File: src/rtl/logisim_tick_source.sv
// Tick (clock-enable) strobe generator: free-runs at divider+1 cycles per tick or single-steps while halted.
// run/step pass a 2-flop synchroniser and are acted on at the 3rd edge; all outputs are flop-driven.
module logisim_tick_source #(
  parameter int nrOfBits  = 16,
  parameter int countBits = 32
) (
  input  logic                 clock,
  input  logic                 reset,
  input  logic                 run,
  input  logic                 step,
  input  logic [nrOfBits-1:0]  divider,
  output logic                 tick,
  output logic                 slowClock,
  output logic                 running,
  output logic [countBits-1:0] tickCount
);

  typedef enum logic [1:0] {
    HALT = 2'd0,
    RUN  = 2'd1,
    STEP = 2'd2
  } state_e;

  state_e               state_q, state_d;
  logic                 run_meta_q, run_s_q;
  logic                 step_meta_q, step_s_q, step_dly_q;
  logic                 step_pulse;
  logic [nrOfBits-1:0]  counter_q, counter_d;
  logic                 tick_q, tick_d;
  logic                 slow_q, slow_d;
  logic [countBits-1:0] count_q, count_d;

  always_ff @(posedge clock or negedge reset) begin
    if (!reset) begin
      run_meta_q  <= 1'b0;
      run_s_q     <= 1'b0;
      step_meta_q <= 1'b0;
      step_s_q    <= 1'b0;
      step_dly_q  <= 1'b0;
    end else begin
      run_meta_q  <= run;
      run_s_q     <= run_meta_q;
      step_meta_q <= step;
      step_s_q    <= step_meta_q;
      step_dly_q  <= step_s_q;
    end
  end

  assign step_pulse = step_s_q & ~step_dly_q;

  // Counter defaults to 0 so HALT/STEP hold it cleared and a RUN exit drops the partial period.
  always_comb begin
    state_d   = state_q;
    counter_d = '0;
    tick_d    = 1'b0;
    case (state_q)
      HALT: begin
        if (run_s_q) begin
          state_d = RUN;
        end else if (step_pulse) begin
          state_d = STEP;
          tick_d  = 1'b1;
        end
      end
      STEP: begin
        state_d = HALT;
      end
      RUN: begin
        if (!run_s_q) begin
          state_d = HALT;
        end else if (counter_q >= divider) begin
          tick_d = 1'b1;
        end else begin
          counter_d = counter_q + 1'b1;
        end
      end
      default: begin
        state_d = HALT;
      end
    endcase
    slow_d  = slow_q ^ tick_d;
    count_d = tick_d ? count_q + 1'b1 : count_q;
  end

  always_ff @(posedge clock or negedge reset) begin
    if (!reset) begin
      state_q   <= HALT;
      counter_q <= '0;
      tick_q    <= 1'b0;
      slow_q    <= 1'b0;
      count_q   <= '0;
    end else begin
      state_q   <= state_d;
      counter_q <= counter_d;
      tick_q    <= tick_d;
      slow_q    <= slow_d;
      count_q   <= count_d;
    end
  end

  assign tick      = tick_q;
  assign slowClock = slow_q;
  assign running   = (state_q == RUN);
  assign tickCount = count_q;

endmodule

File: config.mk
export PLATFORM = sky130hd
export DESIGN_NAME = logisim_tick_source
export DESIGN_NICKNAME = d
export VERILOG_FILES = /design/src/rtl/logisim_tick_source.sv
export SDC_FILE = /design/constraint.sdc
export NUM_CORES = 1
export LEC_CHECK = 0
export ABC_AREA = 0
export CELL_PAD_IN_SITES_DETAIL_PLACEMENT = 0
export CELL_PAD_IN_SITES_GLOBAL_PLACEMENT = 1
export CORE_AREA = 2 2 111 113
export CTS_CLUSTER_SIZE = 30
export DETAILED_ROUTE_END_ITERATION = 16
export DIE_AREA = 0 0 113 115
export HOLD_SLACK_MARGIN = 0.15
export PLACE_DENSITY = 0.67
export RECOVER_POWER = 25
export SYNTH_ARGS = -nofsm -noshare
export SYNTH_HDL_FRONTEND = slang
export SYNTH_SLANG_ARGS = --single-unit
File: constraint.sdc
create_clock -name clock -period 2.2 [get_ports clock]
set_input_delay 0.33 -clock clock [delete_from_list [all_inputs] [get_ports clock]]
set_output_delay 0.33 -clock clock [all_outputs]
set_load 0.005 [all_outputs]
==> results.txt, run 1 <==
----------------------------------------------------
[Floorplanning]
  Area of the core region ... 11800 um2
  Num ports ... 55
  Initial core utilization ... between 20% and 30%
  Die outline area ... roughly 13000 um2
  Die Wd ... roughly 110 um
  Number of cell rows ... 40
  Height of the chip ... between 100 and 150 um

[Clock tree]
  Htree depth ... 3
  Clock tree from TritonCTS ... done
  Library cell used as clock root buffer ... clkbuf_16
  Clock transition time at the flip-flop clock pins of the worst setup and hold paths ... 50 ps
  Total CTS buffers ... 9
  Largest buffer count on any clock path ... 2
  Total clock sinks ... 57
  Later-pin clock latency in the skew report ... 330 ps

[Worst setup path]
  Data arrival at the endpoint of the critical path ... between 2000 and 3000 ps
  Critical path class ... reg2reg
  Crit path cell chain ... ha_1, nand4_1, nor3_4, or4b_4, a31oi_4, buf_6, clkbuf_16, o2111ai_2, xnor2_1
  Worst Path Required ... 2410 ps
  Capturing element type of the critical path ... register
  Cell with the biggest individual delay on the critical path ... or4b_4
  Top fanout value on the critical path ... 8
  Launching element type of the critical path ... register
  FF-to-FF Start ... counter_q[12]
  Critical Path Source ... counter_q[12]
  Maximum cell stage delay along the critical path ... 500 ps

[Global route]
  Wire length of the first global-routing pass ... 11.4 mm
  Vias in the first global route ... 2296
  GRT Util Overall ... 10.9%
  Antenna violations before repair ... 0
  Largest net degree at the start of global routing ... 34
  Total gr overflow ... 0

[Status]
  Outcome ... finished, violations left
  Violated checks ... DRC, setup timing

[Final layout]
  Layout cells sized above 1 ... 24.5%
  Area of the multi-input gates ... 1660 um2
  Synthesis-to-layout area growth ... 58.4%
  Filler Cell Count ... 1164
  Area taken by flip-flops and latches ... roughly 1400 um2
  Number of nets in the layout ... 408
  Diodes inserted ... 0

[Synthesis]
  YS warnings ... 0
  Share of Yosys cell area claimed by the top area cell type ... 49.1%
  Average size of a mapped cell ... 10.7 um2
  Cell types occupying the most area after synthesis ... dfrtp_1 (49%), xnor2_1 (10%), ha_1 (7.7%)
  Sequential share of the synthesized area ... roughly half
  Cells after synthesis ... 273
  Cell taking the most area after synthesis ... dfrtp_1
  Distinct cell type count after synthesis ... 30
  #FFs+latches synth ... 57
  Net count after synthesis ... 311
  Mapped cell area ... 2910 um2

[Placement]
  Hpwl dp ... 4.66 mm
  Routability cong. ... between 0.7 and 0.8
  Number of input and output port buffers inserted ... 54

[STA]
  Transition time of the tightest slew-check pin ... roughly 1500 ps
  Hold WS ... ~350 ps
  Rel. slew slack ... 1.59%
  Post-layout worst setup margin ... -295 ps
  Maximum achievable frequency ... between 400 and 500 MHz
  Total count of max-transition violations in the final report ... 0
  Final clock period utilization by the worst path ... 113%
  Setup_tns ... -7760 ps
  Final critical path time including I/O delays and setup ... 2490 ps
  Worst Clk Skew ... 11.7 ps
  Final setup viols ... 34
  Unrepaired setup endpoints after global routing ... yes
  Final Hold Fails ... 0

[Flow run]
  Maxcap violations ... 0

[Route]
  Total wire length ... 6.74 mm
  Detailed Routing Iterations Pass 1 ... 10
  Antenna-violating nets left ... 0
  Average detailed-routed wire length per instance ... ~13 um
  Number of DRC violations after detailed routing ... 6
  Detailed-route via count ... 2350
  Via-per-instance ratio ... 4.50
  Number of violations reported at the end of detailed-routing iteration 0 ... 116

[Power and ir drop]
  Largest vdd supply drop ... 0.436 mV
  Total power density per cell area ... 657 nW/um2
  Static Leakage ... 1.97 nW

[Hold path]
  Worst hold start ... step_meta_q
  Class of the worst hold path ... reg2reg

----------------------------------------------------
[metal layers]
layer  share of wire [%]  track usage, %  routed length, um  up-vias
met1                  49            15.1               3290     1128
met2                  45            16.4               3030       47
met3                 4.5            2.53                305       11
li1                    -               -                  -     1164
met5                   0               0                  0        -
met4                 1.8            4.63                124        0
[final cells by class]
| cell class | count | area share [%] |
|---|---|---|
| multi-input combinational | 188 | 35.9 |
| sequential | 57 | 31.0 |
| timing repair buffer | 94 | 20.1 |
| clock buffer | 12 | 5.78 |
| tap | 147 | 3.99 |
| inverter | 20 | 1.63 |
| clock inverter | 4 | 1.60 |
[report_power, final]
part | leakage (nW) | total (W) | switching, W | internal (W)
sequential | 0.774 | 0.00116 | 0.0000595 | 0.00110
combinational | 1.02 | 0.000309 | 0.000124 | 0.000186
clock | 0.169 | 0.00156 | 0.000475 | 0.00108
total | 1.97 | 0.00303 | 0.000658 | 0.00237
[cells in the final DEF (no fill, tap or decap), drive strengths merged, types with 3 or more instances in the layout]
| cell type | Yosys | layout |
|---|---|---|
| clkbuf | 4 | 15 |
| and4 | 7 | 7 |
| and3 | 14 | 14 |
| clkdlybuf4s50 | 0 | 46 |
| dfrtp | 57 | 57 |
| o2111ai | 13 | 13 |
| ha | 18 | 18 |
| buf | 4 | 37 |
| nand2b | 3 | 3 |
| a21oi | 7 | 7 |
| nand2 | 11 | 11 |
| dlygate4sd3 | 0 | 3 |
| xnor2 | 34 | 34 |
| nor2 | 21 | 21 |
| nor2b | 3 | 3 |
| xor2 | 10 | 10 |
| nand3 | 9 | 9 |
| inv | 20 | 20 |
| dlygate4sd2 | 0 | 5 |
| o21ai | 11 | 11 |
| nand4 | 4 | 4 |
| o211ai | 10 | 10 |
[kinds of logic (layout without fill, tap and decap cells)]
family	after synthesis	count (layout)	share of synthesized area [%]
AO/OA/AOI/OAI	44	44	10.6
XOR/XNOR	44	44	13.3
adder cells (fa/ha/maj)	18	18	7.75
buffers and inverters	28	130	3.96
flip-flops	57	57	49.1
multiplexers	1	1	0.387
AND/OR/NAND/NOR	81	81	15.0
[synth_stat cells (all sizes together)]
| library cell | number |
|---|---|
| nor2 | 21 |
| a31oi | 1 |
| and2 | 1 |
| clkbuf | 4 |
| o2111ai | 13 |
| o21ai | 11 |
| nand4 | 4 |
| o21a | 1 |
| nand2 | 11 |
| or3 | 2 |
| nor2b | 3 |
| buf | 4 |
| a2111oi | 1 |
| dfrtp | 57 |
| mux2 | 1 |
| a21oi | 7 |
| xnor2 | 34 |
| xor2 | 10 |
| or4b | 1 |
| ha | 18 |
| nor4 | 2 |
| and3 | 14 |
| inv | 20 |
| nand3 | 9 |
| o211ai | 10 |
| nand2b | 3 |
| and4 | 7 |
| nand4b | 1 |
| nor3 | 2 |
[registers in the layout, indices dropped and copies added, names as in the netlist]
register / cells
tickCount: 32
step_s_q: 1
slowClock: 1
step_dly_q: 1
counter_q: 16
run_s_q: 1
run_meta_q: 1
state_q: 2
tick: 1
step_meta_q: 1
[path summary, 6_finish.rpt]
| path | endpoint | slack (ps) | depth (start not counted) |
|---|---|---|---|
| setup / recovery | tickCount[4] | -290 | 9 |
| hold reg to reg | step_s_q | 350 | 0 |
| max in group asynchronous | tickCount[7] | 430 | 2 |
| hold / removal | step_s_q | 350 | 0 |
| min in group asynchronous | tickCount[25] | 910 | 2 |
| setup reg to reg | tickCount[4] | -290 | 9 |
[critical path: cells and delay by family, from the launching register on]
kind / cells / cell delay, ps
XOR/XNOR: 1 / 140
buffers and inverters: 2 / 340
AO/OA/AOI/OAI: 2 / 330
flip-flops: 1 / 400
AND/OR/NAND/NOR: 3 / 870
adder cells (fa/ha/maj): 1 / 290
[per-stage QoR]
stage	worst slack (ps)	power, W	cells	util [%]	cell area [um2]
final	-295	0.00303	522	39.0	4610
after global routing	-436	0.00315	522	39.0	4610
after CTS	-272	0.00304	519	37.3	4400
after detailed placement	-706	0.00146	495	32.8	3870
after floorplan	-15.4	0.00126	273	-	2940
after global placement	-655	0.00145	495	32.8	3870
[timing repair]
item	CTS	global route
setup buffers	6	2
resized for setup	27	32
setup endpoints to repair	50	35
pin swaps	1	7
gates cloned	1	2
hold buffers	1	0
endpoints found under the hold margin	24	0
(Power assumes the default switching activity.)
==> inputs of run 2 (changes only) <==
--- a/config.mk
+++ b/config.mk
@@ -12,9 +12,11 @@
 export CTS_CLUSTER_SIZE = 30
 export DETAILED_ROUTE_END_ITERATION = 16
 export DIE_AREA = 0 0 113 115
+export GPL_TIMING_DRIVEN = 0
 export HOLD_SLACK_MARGIN = 0.15
 export PLACE_DENSITY = 0.67
 export RECOVER_POWER = 25
+export SKIP_CTS_REPAIR_TIMING = 1
 export SYNTH_ARGS = -nofsm -noshare
 export SYNTH_HDL_FRONTEND = slang
 export SYNTH_SLANG_ARGS = --single-unit
==> results.txt, run 2 (same netlist as run 1, synthesis figures left out) <==
----------------------------------------------------
[Final layout]
  Number of nets in the layout ... 385 (-5.6%)
  Synthesis-to-layout area growth ... 43.7%
  Diodes inserted ... 0 (unchanged)
  Layout cells sized above 1 ... 16.5% (-8.1 points)
  Most common library cell in the layout ignoring fill and taps ... dfrtp_1
  Highest-count cells in the layout ignoring fill and taps ... dfrtp_1 (55), clkdlybuf4s50_1 (47), xnor2_1 (34)
  Filler Cell Count ... 1208 (+3.8%)
  Flip-flop count of the largest register after layout ... 32 (unchanged)

[Floorplanning]
  Height of the chip ... 115 um (unchanged)
  Die Wd ... 113 um (unchanged)
  Area of the core region ... 11800 um2 (unchanged)
  Die outline area ... 13000 um2 (unchanged)
  Initial core utilization ... 24.6% (unchanged)
  Num ports ... 55 (unchanged)
  Number of cell rows ... 40 (unchanged)

[STA]
  Rel. slew slack ... 36.3% (+35 points)
  Hold WS ... 151 ps (-199 ps)
  Final setup viols ... 49 (+44%)
  Maximum achievable frequency ... 389 MHz (-3.1%)
  Total count of max-transition violations in the final report ... 0 (unchanged)
  Unrepaired setup endpoints after global routing ... yes
  Transition time of the tightest slew-check pin ... 956 ps (-520 ps)
  Final Hold Fails ... 0 (unchanged)
  Worst Clk Skew ... 11.5 ps (-0.212 ps)
  Final critical path time including I/O delays and setup ... 2570 ps (+79.3 ps)
  Final clock period utilization by the worst path ... 117% (+3.6 points)
  Setup_tns ... -11250 ps (-3500 ps)
  Post-layout worst setup margin ... -374 ps (-79.3 ps)

[Worst setup path]
  Maximum cell stage delay along the critical path ... 520 ps (+20 ps)
  Data arrival at the endpoint of the critical path ... 2770 ps (+70 ps)
  Launching element type of the critical path ... register
  Crit path cell chain ... ha_4, nand4_1, nor3_2, or4b_4, a31oi_4, buf_12, buf_6, o2111ai_1, xnor2_1
  Capturing element type of the critical path ... register
  Critical path class ... reg2reg
  Worst Path Required ... 2400 ps (about the same)
  Cell with the biggest individual delay on the critical path ... or4b_4
  Top fanout value on the critical path ... 7 (-1)

[Flow run]
  Maxcap violations ... 0 (unchanged)

[Power and ir drop]
  Total power density per cell area ... 644 nW/um2 (-1.9%)
  Largest vdd supply drop ... 0.391 mV (-10%)
  Static Leakage ... 1.77 nW (-10%)

[Hold path]
  Class of the worst hold path ... in2async

[Clock tree]
  Library cell used as clock root buffer ... clkbuf_16
  Clock tree from TritonCTS ... done
  Largest buffer count on any clock path ... 2 (unchanged)
  Htree depth ... 3 (unchanged)
  Later-pin clock latency in the skew report ... 330 ps (about the same)
  Clock transition time at the flip-flop clock pins of the worst setup and hold paths ... 60 ps (about the same)
  Total clock sinks ... 57 (unchanged)
  Total CTS buffers ... 9 (unchanged)

[Global route]
  Largest net degree at the start of global routing ... 37 (+8.8%)
  Vias in the first global route ... 2230 (-2.9%)
  Antenna violations before repair ... 0 (unchanged)
  GRT Util Overall ... 10.9% (-0.032 points)
  Total gr overflow ... 0 (unchanged)
  Wire length of the first global-routing pass ... 11.2 mm (-1.3%)

[Route]
  Antenna-violating nets left ... 0 (unchanged)
  Detailed-route via count ... 2273 (-3.3%)
  Total wire length ... 6.75 mm (about the same)
  Detailed Routing Iterations Pass 1 ... 10 (unchanged)
  Number of DRC violations after detailed routing ... 6 (unchanged)
  Number of violations reported at the end of detailed-routing iteration 0 ... 83 (-28%)
  Average detailed-routed wire length per instance ... 13.5 um (+4.7%)
  Via-per-instance ratio ... 4.56 (+1.2%)

[Placement]
  Number of input and output port buffers inserted ... 54 (unchanged)
  Routability cong. ... 0.764 (+0.95%)
  Hpwl dp ... 4.74 mm (+1.6%)

[Status]
  Violated checks ... DRC, setup timing
  Outcome ... finished, violations left

----------------------------------------------------
[run 2: cell count changes in the layout (fill, tap and decap cells not counted), moves of 5 or more]
cell	change
o21ai_0	+5
o2111ai_1	+7
buf_4	-23
o2111ai_2	-5
dlygate4sd2_1	-5
o21ai_4	-5
[run 2: worst max-delay path, delay by kind of cell (launching register included)]
kind	cells	cell delay, ps
buffers and inverters	2	270
AOI/OAI and AO/OA	2	300
DFF	1	450
xor gates and xnor gates	1	170
and+or+nand+nor	3	980
adders and majority gates	1	280
[run 2: report_power, final]
part	leakage, nW	internal [W]	total, W	switching (W)
clock	0.128	0.000757	0.00126	0.000501
sequential	0.770	0.00110	0.00116	0.0000577
combinational	0.871	0.000168	0.000276	0.000109
total	1.77	0.00203	0.00269	0.000668
[run 2: area by class of cell]
type / count / area [um2] / share of cell area (%)
Buffer: 8 / 63.8 / 1.53
Clock buffer: 9 / 225 / 5.39
Clock inverter: 7 / 46.3 / 1.11
Inverter: 20 / 75.1 / 1.80
Multi-Input combinational cell: 188 / 1500 / 36.0
Sequential cell: 57 / 1430 / 34.2
Tap cell: 147 / 184 / 4.40
Timing Repair Buffer: 63 / 653 / 15.6
[run 2: final timing paths]
| path | start | endpoint | slack, ps | depth (start not counted) |
|---|---|---|---|---|
| setup / recovery | counter_q[13] | tickCount[23] | -370 | 9 |
| hold / removal | reset | tickCount[24] | 150 | 1 |
| setup reg to reg | counter_q[13] | tickCount[23] | -370 | 9 |
| hold reg to reg | step_meta_q | step_s_q | 350 | 0 |
| max in group asynchronous | reset | counter_q[12] | 1390 | 1 |
| min in group clock | step_meta_q | step_s_q | 350 | 0 |
[run 2: metal layers]
layer,vias to the layer above,track usage [%],wire length (um)
met5,-,0,0
met4,0,4.88,93
met3,7,2.58,305
met2,46,16.4,3020
met1,1101,14.9,3330
li1,1119,-,-
[run 2: stage by stage]
stage / std cells / area [um2] / setup slack (ps) / util (%) / power [W]
floorplan: 273 / 2940 / -15.4 / - / 0.00126
global placement: 474 / 3670 / -1080 / 31.1 / 0.00143
detailed placement: 475 / 3690 / -754 / 31.3 / 0.00144
CTS: 491 / 3960 / -414 / 33.5 / 0.00272
global route: 499 / 4180 / -530 / 35.4 / 0.00282
finish: 499 / 4180 / -374 / 35.4 / 0.00269
==> inputs of run 3 (changes only) <==
--- a/config.mk
+++ b/config.mk
@@ -9,12 +9,13 @@
 export CELL_PAD_IN_SITES_DETAIL_PLACEMENT = 0
 export CELL_PAD_IN_SITES_GLOBAL_PLACEMENT = 1
 export CORE_AREA = 2 2 111 113
+export CTS_CLUSTER_DIAMETER = 120
 export CTS_CLUSTER_SIZE = 30
 export DETAILED_ROUTE_END_ITERATION = 16
 export DIE_AREA = 0 0 113 115
 export GPL_TIMING_DRIVEN = 0
 export HOLD_SLACK_MARGIN = 0.15
-export PLACE_DENSITY = 0.67
+export PLACE_DENSITY = 0.65
 export RECOVER_POWER = 25
 export SKIP_CTS_REPAIR_TIMING = 1
 export SYNTH_ARGS = -nofsm -noshare
==> constraint.sdc (replaced) <==
create_clock -name clock -period 3.18 [get_ports clock]
set_input_delay 0.477 -clock clock [delete_from_list [all_inputs] [get_ports clock]]
set_output_delay 0.477 -clock clock [all_outputs]
set_load 0.005 [all_outputs]
==> results.txt, run 3 (same netlist as run 1, synthesis figures left out) <==
----------------------------------------------------
[STA]
  Final clock period utilization by the worst path ... 92.8%
  Total count of max-transition violations in the final report ... 36 (+36)
  Rel. slew slack ... -5.98% (-42 points)
  Unrepaired setup endpoints after global routing ... no
  Worst Clk Skew ... 11.4 ps (-0.129 ps)
  Hold WS ... 348 ps (+197 ps)
  Maximum achievable frequency ... 339 MHz
  Transition time of the tightest slew-check pin ... 1590 ps (+631 ps)
  Final setup viols ... 0 (-100%)
  Final Hold Fails ... 0 (unchanged)
  Final critical path time including I/O delays and setup ... 2950 ps

[Floorplanning]
  Area of the core region ... 11800 um2 (unchanged)
  Die outline area ... 13000 um2 (unchanged)
  Initial core utilization ... 24.6% (unchanged)
  Height of the chip ... 115 um (unchanged)
  Number of cell rows ... 40 (unchanged)
  Num ports ... 55 (unchanged)
  Die Wd ... 113 um (unchanged)

[Final layout]
  Number of nets in the layout ... 377 (-2.1%)
  Filler Cell Count ... 1176 (-2.6%)
  Flip-flop count of the largest register after layout ... 32 (unchanged)
  Most common library cell in the layout ignoring fill and taps ... dfrtp_1
  Synthesis-to-layout area growth ... 37.0%
  Util after Layout ... 33.7% (-1.7 points)
  Layout cells sized above 1 ... 6.10% (-10 points)
  Diodes inserted ... 0 (unchanged)
  Area of the multi-input gates ... 1370 um2 (-9.1%)
  Area taken by flip-flops and latches ... 1430 um2 (-0.17%)
  Highest-count cells in the layout ignoring fill and taps ... dfrtp_1 (57), clkdlybuf4s50_1 (51), xnor2_1 (34)

[Placement]
  Hpwl dp ... 4.89 mm (+3.2%)
  Number of input and output port buffers inserted ... 54 (unchanged)
  Routability cong. ... 0.778 (+1.9%)

[Power and ir drop]
  Sw Share ... 21.1% (-3.7 points)
  Total power density per cell area ... 526 nW/um2 (-18%)
  Largest vdd supply drop ... 0.245 mV (-37%)
  Static Leakage ... 1.72 nW (-2.5%)
  Share of total power in sequential cells ... 38.1% (-4.9 points)
  Internal cell power ... 0.00165 W (-18%)
  Clock share of power ... 53.4% (+6.7 points)
  NetSw ... 0.000443 W (-34%)
  Logic pwr share ... 8.5% (-1.8 points)

[Worst setup path]
  Reg2reg path depth ... 8 (-1)
  Critical path class ... in2reg
  Data arrival at the endpoint of the critical path ... 3160 ps (+390 ps)
  FF-to-FF Start ... counter_q[12]
  Crit path cell chain ... clkdlybuf4s50_1, inv_1, ha_1, nand4_1, nor3_1, or4b_1, a31oi_2, buf_4, o2111ai_1, xnor2_1
  Launching element type of the critical path ... primary input
  Top fanout value on the critical path ... 10 (+3)
  Cell with the biggest individual delay on the critical path ... or4b_1
  Capturing element type of the critical path ... register
  FF-to-FF setup slack ... 450 ps (+820 ps)
  Worst Path Required ... 3390 ps (+990 ps)
  Capture point of the worst reg-to-reg path ... tickCount[31]
  Maximum cell stage delay along the critical path ... 540 ps (+20 ps)

[Clock tree]
  Clock tree from TritonCTS ... done
  Total CTS buffers ... 9 (unchanged)
  Clock transition time at the flip-flop clock pins of the worst setup and hold paths ... 50 ps (about the same)
  Later-pin clock latency in the skew report ... 330 ps (about the same)
  Library cell used as clock root buffer ... clkbuf_16
  Largest buffer count on any clock path ... 2 (unchanged)
  Total clock sinks ... 57 (unchanged)
  Htree depth ... 3 (unchanged)

[Flow run]
  Maxcap violations ... 1 (+1)

[Global route]
  GRT Util Overall ... 11.1% (+0.23 points)
  Vias in the first global route ... 2333 (+4.6%)
  Total gr overflow ... 0 (unchanged)
  Wire length of the first global-routing pass ... 11.4 mm (+1.5%)
  Antenna violations before repair ... 0 (unchanged)
  Largest net degree at the start of global routing ... 36 (-2.7%)

[Route]
  Detailed Routing Iterations Pass 1 ... 10 (unchanged)
  Antenna-violating nets left ... 0 (unchanged)
  Number of DRC violations after detailed routing ... 4 (-2)
  Detailed-route via count ... 2244 (-1.3%)
  Number of violations reported at the end of detailed-routing iteration 0 ... 122 (+47%)
  Via-per-instance ratio ... 4.57 (+0.33%)
  Total wire length ... 6.75 mm (unchanged)
  Average detailed-routed wire length per instance ... 13.7 um (+1.6%)

[Hold path]
  Worst hold path stage count ... 0
  Class of the worst hold path ... reg2reg
  Worst hold start ... run_meta_q
  Sink of the worst hold path ... run_s_q

[Status]
  Outcome ... finished, violations left
  Violated checks ... DRC, capacitance limit, slew limit

----------------------------------------------------
run 3: metal layers:
layer	vias to the layer above	global-route usage (%)	wire length [um]
met1	1092	14.3	3250
met4	0	5.61	123
li1	1094	-	-
met5	-	0	0
met3	10	3.00	281
met2	48	17.3	3090
run 3: final cells by class:
type	count	share of cell area (%)
Buffer	8	1.01
Clock buffer	11	6.09
Clock inverter	5	2.58
Inverter	20	1.88
Multi-Input combinational cell	188	34.3
Sequential cell	57	35.8
Tap cell	147	4.62
Timing Repair Buffer	55	13.7
run 3: critical path: cells and delay by family:
kind            cells  cell delay, ps
simple gates        3            1080
buf+inv             3             740
compound gates      2             390
fa+ha+maj           1             300
xor+xnor            1             180
run 3: worst max path at each step:
| stage | start | end | slack [ps] | depth (start not counted) |
|---|---|---|---|---|
| finish | divider[15] | tickCount[31] | 230 | 10 |
| global placement | reset | step_meta_q | -230 | 1 |
| floorplan | divider[15] | tickCount[4] | 790 | 9 |
| CTS | divider[15] | tickCount[31] | 190 | 10 |
| global route | divider[15] | tickCount[4] | 10 | 10 |
| detailed placement | divider[15] | tickCount[31] | -130 | 10 |
run 3: metrics by stage:
| step | power [W] | TNS, ps | instance area, um2 | std cells | setup WS, ps |
|---|---|---|---|---|---|
| floorplan | 0.000867 | 0 | 2910 | 273 | 789 |
| global placement | 0.000986 | -16340 | 3630 | 474 | -234 |
| detailed placement | 0.000990 | -2940 | 3650 | 475 | -134 |
| CTS | 0.00213 | 0 | 3990 | 491 | 191 |
| global route | 0.00219 | 0 | 3980 | 491 | 10.6 |
| finish | 0.00210 | 0 | 3980 | 491 | 229 |
run 3: power by group through the flow:
stage                     sequential (W)  combinational [W]  clock [W]
after floorplan                 0.000806          0.0000619          0
after detailed placement        0.000808           0.000182          0
after global routing            0.000809           0.000201    0.00118
after global placement          0.000809           0.000177          0
after CTS                       0.000799           0.000185    0.00115
final                           0.000799           0.000178    0.00112
